[src/rtl/clk_ctrl_pkg.sv]
// Shared types for the core clock-enable controller.
// Mode encodings, debounce state enum and a mode helper.
package clk_ctrl_pkg;

  localparam logic [1:0] MODE_NORM = 2'b00;
  localparam logic [1:0] MODE_DBG  = 2'b01;
  localparam logic [1:0] MODE_STEP = 2'b10;
  localparam logic [1:0] MODE_HALT = 2'b11;

  typedef enum logic [1:0] {
    DB_IDLE,
    DB_PRESS_WAIT,
    DB_PRESSED,
    DB_REL_WAIT
  } db_state_e;

  function automatic logic mode_runs(
    input logic [1:0] m
  );
    return (m == MODE_NORM) || (m == MODE_DBG);
  endfunction

endpackage

[src/rtl/key_debounce.sv]
// Push-button debouncer: 2-FF synchroniser, 4-state FSM, stability counter.
// Ports: CLOCK_50, reset_n, key_n (raw, active-low) -> key_db (level), press_pulse (1 cycle).
module key_debounce
  import clk_ctrl_pkg::*;
#(
  parameter int DEB_CYCLES = 500000
) (
  input  logic CLOCK_50,
  input  logic reset_n,
  input  logic key_n,
  output logic key_db,
  output logic press_pulse
);

  localparam int DEB_W =
    (DEB_CYCLES > 1) ? $clog2(DEB_CYCLES) : 1;
  localparam logic [DEB_W-1:0] DEB_LAST =
    DEB_W'(DEB_CYCLES - 1);

  logic [1:0]       sync_q;
  logic             pressed;
  db_state_e        state_q;
  db_state_e        state_d;
  logic [DEB_W-1:0] cnt_q;
  logic [DEB_W-1:0] cnt_d;
  logic             key_db_d;
  logic             pulse_d;

  // Synchroniser resets to the released level so reset never
  // looks like a press.
  always_ff @(posedge CLOCK_50 or negedge reset_n) begin
    if (!reset_n) begin
      sync_q <= 2'b11;
    end else begin
      sync_q <= {sync_q[0], key_n};
    end
  end

  assign pressed = ~sync_q[1];

  always_comb begin
    state_d  = state_q;
    cnt_d    = cnt_q;
    key_db_d = key_db;
    pulse_d  = 1'b0;
    unique case (state_q)
      DB_IDLE: begin
        if (pressed) begin
          state_d = DB_PRESS_WAIT;
          cnt_d   = '0;
        end
      end
      DB_PRESS_WAIT: begin
        if (!pressed) begin
          state_d = DB_IDLE;
        end else if (cnt_q == DEB_LAST) begin
          state_d  = DB_PRESSED;
          key_db_d = 1'b1;
          pulse_d  = 1'b1;
        end else begin
          cnt_d = cnt_q + DEB_W'(1);
        end
      end
      DB_PRESSED: begin
        if (!pressed) begin
          state_d = DB_REL_WAIT;
          cnt_d   = '0;
        end
      end
      DB_REL_WAIT: begin
        if (pressed) begin
          state_d = DB_PRESSED;
        end else if (cnt_q == DEB_LAST) begin
          state_d  = DB_IDLE;
          key_db_d = 1'b0;
        end else begin
          cnt_d = cnt_q + DEB_W'(1);
        end
      end
      default: begin
        state_d = DB_IDLE;
      end
    endcase
  end

  always_ff @(posedge CLOCK_50 or negedge reset_n) begin
    if (!reset_n) begin
      state_q     <= DB_IDLE;
      cnt_q       <= '0;
      key_db      <= 1'b0;
      press_pulse <= 1'b0;
    end else begin
      state_q     <= state_d;
      cnt_q       <= cnt_d;
      key_db      <= key_db_d;
      press_pulse <= pulse_d;
    end
  end

endmodule

[src/rtl/clk_step_ctrl.sv]
// Core clock-enable generator: normal/debug divide, single-step, halt.
// Ports: CLOCK_50, reset_n, mode, step_key -> cpu_ce, ce_vis, ce_count, key_db, LEDR.
module clk_step_ctrl
  import clk_ctrl_pkg::*;
#(
  parameter int NORM_DIV   = 64,
  parameter int DBG_DIV    = 33554432,
  parameter int DIV_W      = 28,
  parameter int DEB_CYCLES = 500000,
  parameter int CNT_W      = 16,
  parameter int LED_W      = 4
) (
  input  logic             CLOCK_50,
  input  logic             reset_n,
  input  logic [1:0]       mode,
  input  logic             step_key,
  output logic             cpu_ce,
  output logic             ce_vis,
  output logic [CNT_W-1:0] ce_count,
  output logic             key_db,
  output logic [LED_W-1:0] LEDR
);

  localparam logic [DIV_W-1:0] NORM_LAST =
    DIV_W'(NORM_DIV - 1);
  localparam logic [DIV_W-1:0] DBG_LAST =
    DIV_W'(DBG_DIV - 1);

  logic [1:0]       mode_meta_q;
  logic [1:0]       mode_s;
  logic [1:0]       mode_prev;
  logic             mode_chg;
  logic             key_press;
  logic [DIV_W-1:0] div_q;
  logic [DIV_W-1:0] div_d;
  logic [DIV_W-1:0] div_last;
  logic             ce_d;
  logic [CNT_W-1:0] cnt_d;
  logic             vis_d;
  logic [LED_W-1:0] led_d;

  key_debounce #(
    .DEB_CYCLES (DEB_CYCLES)
  ) u_key (
    .CLOCK_50    (CLOCK_50),
    .reset_n     (reset_n),
    .key_n       (step_key),
    .key_db      (key_db),
    .press_pulse (key_press)
  );

  always_ff @(posedge CLOCK_50 or negedge reset_n) begin
    if (!reset_n) begin
      mode_meta_q <= MODE_NORM;
      mode_s      <= MODE_NORM;
      mode_prev   <= MODE_NORM;
    end else begin
      mode_meta_q <= mode;
      mode_s      <= mode_meta_q;
      mode_prev   <= mode_s;
    end
  end

  // A new synchronised mode restarts the divider and drops any
  // enable (including a step press) in the cycle it is seen.
  assign mode_chg = (mode_s != mode_prev);

  always_comb begin
    div_d    = '0;
    ce_d     = 1'b0;
    div_last = (mode_s == MODE_DBG) ? DBG_LAST : NORM_LAST;
    if (!mode_chg) begin
      unique case (1'b1)
        mode_runs(mode_s): begin
          if (div_q == div_last) begin
            ce_d = 1'b1;
          end else begin
            div_d = div_q + DIV_W'(1);
          end
        end
        (mode_s == MODE_STEP): begin
          ce_d = key_press;
        end
        default: begin
          ce_d = 1'b0;
        end
      endcase
    end
  end

  always_comb begin
    cnt_d = ce_d ? ce_count + CNT_W'(1) : ce_count;
    vis_d = ce_vis ^ ce_d;
    // LED_W <= DIV_W and LED_W <= CNT_W are assumed.
    if (mode_runs(mode_s)) begin
      led_d = div_d[DIV_W-1 -: LED_W];
    end else begin
      led_d = cnt_d[LED_W-1:0];
    end
  end

  always_ff @(posedge CLOCK_50 or negedge reset_n) begin
    if (!reset_n) begin
      div_q    <= '0;
      cpu_ce   <= 1'b0;
      ce_count <= '0;
      ce_vis   <= 1'b0;
      LEDR     <= '0;
    end else begin
      div_q    <= div_d;
      cpu_ce   <= ce_d;
      ce_count <= cnt_d;
      ce_vis   <= vis_d;
      LEDR     <= led_d;
    end
  end

endmodule
[config.mk]
export PLATFORM = sky130hd
export DESIGN_NAME = clk_step_ctrl
export DESIGN_NICKNAME = d
export VERILOG_FILES = /design/src/rtl/clk_ctrl_pkg.sv /design/src/rtl/key_debounce.sv /design/src/rtl/clk_step_ctrl.sv
export SDC_FILE = /design/constraint.sdc
export NUM_CORES = 1
export LEC_CHECK = 0
export BUFFER_PORTS_ARGS = -buffer_cell sky130_fd_sc_hd__buf_2
export CORE_ASPECT_RATIO = 1.5
export CORE_MARGIN = 2
export CORE_UTILIZATION = 50
export DETAILED_ROUTE_END_ITERATION = 10
export GPL_ROUTABILITY_DRIVEN = 0
export PLACE_DENSITY = 0.75
export SLEW_MARGIN = 20
export SYNTH_ARGS = -nofsm -noshare
export SYNTH_HDL_FRONTEND = slang
export SYNTH_SLANG_ARGS = --single-unit
[constraint.sdc]
create_clock -name CLOCK_50 -period 2.8 [get_ports CLOCK_50]
set_input_delay 0.14 -clock CLOCK_50 [delete_from_list [all_inputs] [get_ports CLOCK_50]]
set_output_delay 0.14 -clock CLOCK_50 [all_outputs]
set_load 0.1 [all_outputs]
==> impl_metrics.py <==
metrics = {
    "floorplanning": {
        "ios": 28,
        "die-area_sq_um": 8587,
        "rows": 39,
        "die_x_um": 76.33,
        "initial_utilization": 0.5155,
        "coreArea_sq_um": 7612,
        "fp.dieH_um": 112.5,
    },
    "setup_path": {
        "path_cells": "ha_1, or4b_4, a2111oi_2, a32o_2, or2_1, buf_4, o21ai_0",
        "cp_slowest_stage_delay_ns": 0.49,
        "cp_max_fo": 12,
        "critPathArrivalTime_ns": 2.64,
        "start_kind": "flip-flop",
        "slowest_stage": "or4b_4",
        "cp-end-kind": "flip-flop",
        "path_class": "flip-flop to flip-flop",
        "critical_path_required_ns": 3.02,
    },
    "power": {
        "p_leak_uw": 0.001956,
        "pwr_density_cell_nw_per_um2": 668.9,
        "power_uw": 2991,
        "ir_drop_uv": 628.0,
    },
    "global_routing": {
        "grt_pass1_vias": 2872,
        "grt_pass1_wl_um": 13010,
        "grt_max_degree": 82,
        "grtUsageTotal": 0.1903,
        "grt_overflow": 0,
        "antenna_found_initial": 0,
    },
    "detailed_routing": {
        "drtPass1Iterations": 4,
        "drc_errors": 0,
        "routedWlPerCell_um": 14.57,
        "postRouteAntennaNets": 0,
        "drt_wl_total_um": 7650,
        "drt_iter0_drc": 178,
        "vias_per_cell": 5.560,
        "vias": 2919,
    },
    "placement": {
        "hpwl_um": 5198,
        "portBuffers": 27,
    },
    "cells_and_area": {
        "antenna_cells": 0,
        "fin_util": 0.5874,
        "final_common_cell": "dfrtp_1",
        "fillers": 668,
        "nets": 426,
        "syn_to_final_growth_pct": 13.97,
        "final_cell_mix": "dfrtp_1 (79), nor2_1 (47), xor2_1 (26), nand3_1 (26), buf_2 (26)",
        "layout-drive-gt1-share": 0.1395,
    },
    "sta": {
        "relSlewSlack": 0.4916,
        "finClkSkew_ns": 0.005783,
        "tns_ns": 0,
        "hold_viol_final": 0,
        "fin_crit_sh": 0.8640,
        "period_minus_slack_ns": 2.419,
        "finalSetupViolations": 0,
        "fmax_ghz": 0.4134,
        "tightest_slew_ns": 0.7568,
        "maxSlewViolCount": 0,
        "rsz0062_at_grt": "no",
        "hold_slack_ns": 0.3479,
    },
    "min_path": {
        "hp-class": "flip-flop to flip-flop",
    },
    "clock_network": {
        "cts-root-buf": "clkbuf_16",
        "cts.path.max_buffers": 2,
        "cts_tree": "yes",
        "cts_setup_buffers": 0,
        "cts_sinks": 81,
        "clkTransAtPathRegs_ns": 0.06,
        "htreeDepth": 3,
        "cts_buffers": 9,
        "clock_latency_ns": 0.34,
        "cts_hold_buf": 3,
        "cts_resized": 0,
    },
    "logic_synthesis": {
        "avgSynthCellArea_sq_um": 10.19,
        "seq_area_frac_synth": 0.5172,
        "yosysWarnings": 0,
        "syn-num-nets": 393,
        "ys_ff_latch": 81,
        "syn_inst": 385,
        "yosys.area.top_type": "dfrtp_1",
        "ys.flop_type": "dfrtp_1",
        "synth_cell_types": 42,
        "synth.area.top_cells": "dfrtp_1 (50%), xor2_1 (5.8%), xnor2_1 (5.4%)",
        "yosys.area.top_type_share": 0.5038,
        "synth_edf_count": 0,
        "async_reset_ff_frac": 1.000,
        "syn_area_sq_um": 3924,
    },
    "run": {
        "maxCapViolCount": 0,
    },
    "run_status": {
        "status": "finished, final reports clean",
    },
}
-- per-layer routing --
layer  routed length, um  share of wire  track usage  up-vias
met1                3297           0.43       0.2248     1410
met4                 177          0.023       0.1055        0
met5                   0              0            0        -
li1                    -              -            -     1446
met2                3966           0.52       0.3245       48
met3                 209          0.027      0.03778       15
-- cell families after synthesis --
logic type | Yosys count | share of synthesized area
adders and majority gates | 3 | 0.009567
muxes | 6 | 0.01594
xor gates and xnor gates | 50 | 0.1116
buffers and inverters | 28 | 0.03603
and+or+nand+nor | 156 | 0.2022
DFF | 81 | 0.5172
AOI/OAI and AO/OA | 61 | 0.1075
-- state kept, by name (all words and copies together), names as in the netlist, 2 cells and up, named ones only --
name and count:
mode_prev 2, div_q 28, mode_s 2, u_key.sync_q 2, u_key.cnt_q 19, LEDR 4
ce_count 16, mode_meta_q 2
-- metrics by stage --
| step | instances | worst slack (ns) | cell area, sq um |
|---|---|---|---|
| floorplan | 385 | 0.6375 | 3924 |
| global placement | 505 | 0.4930 | 4145 |
| detailed placement | 505 | 0.3879 | 4145 |
| CTS | 524 | 0.3647 | 4458 |
| global route | 525 | 0.2315 | 4472 |
| finish | 525 | 0.3809 | 4472 |
-- cell usage after synthesis (all sizes together), types with 2 or more instances --
| cell | count |
|---|---|
| o31ai | 8 |
| and4 | 4 |
| buf | 7 |
| and3 | 16 |
| a31oi | 8 |
| nor3 | 12 |
| nor4bb | 2 |
| ha | 3 |
| o21ai | 20 |
| inv | 12 |
| nand2 | 22 |
| nor4b | 2 |
| nor4 | 6 |
| a21oi | 3 |
| o211ai | 6 |
| clkbuf | 9 |
| dfstp | 2 |
| xor2 | 26 |
| mux2i | 4 |
| and2 | 2 |
| o2bb2ai | 2 |
| mux2 | 2 |
| dfrtp | 79 |
| nor2 | 47 |
| nand4 | 13 |
| nand3 | 26 |
| xnor2 | 24 |
| o2111ai | 8 |
-- path summary, 6_finish.rpt --
check                          startpoint              end  slack (ns)  cells past startpoint
setup reg to reg                 div_q[0]          LEDR[0]        0.38                      7
hold reg to reg            mode_meta_q[0]        mode_s[0]        0.35                      0
setup / recovery                 div_q[0]          LEDR[0]        0.38                      7
min in group asynchronous         reset_n        div_q[20]        0.41                      2
max in group asynchronous         reset_n  u_key.cnt_q[12]        1.91                      2
hold / removal             mode_meta_q[0]        mode_s[0]        0.35                      0
-- power by group --
part | switching [uW] | total (uW) | internal (uW)
Sequential | 70.4 | 1300 | 1230
Clock | 445 | 1090 | 643
Combinational | 486 | 600 | 114
-- critical path, delay by kind of cell (launching register included) --
kind            cells  cell delay, ns
simple gates        2            0.83
fa+ha+maj           1            0.25
compound gates      3            0.58
flops               1            0.40
buf+inv             1            0.24
-- cell type report --
cell class                 instances  area (sq um)  share of cell area
sequential                        81          2029              0.4538
multi-input combinational        276          1753              0.3920
clock buffer                      11         252.7             0.05652
timing repair buffer              38         234.0             0.05232
tap                              102         127.6             0.02854
inverter                          12         45.04             0.01007
clock inverter                     5         30.03            0.006715
Note: power is estimated with default switching activity, not from simulation.
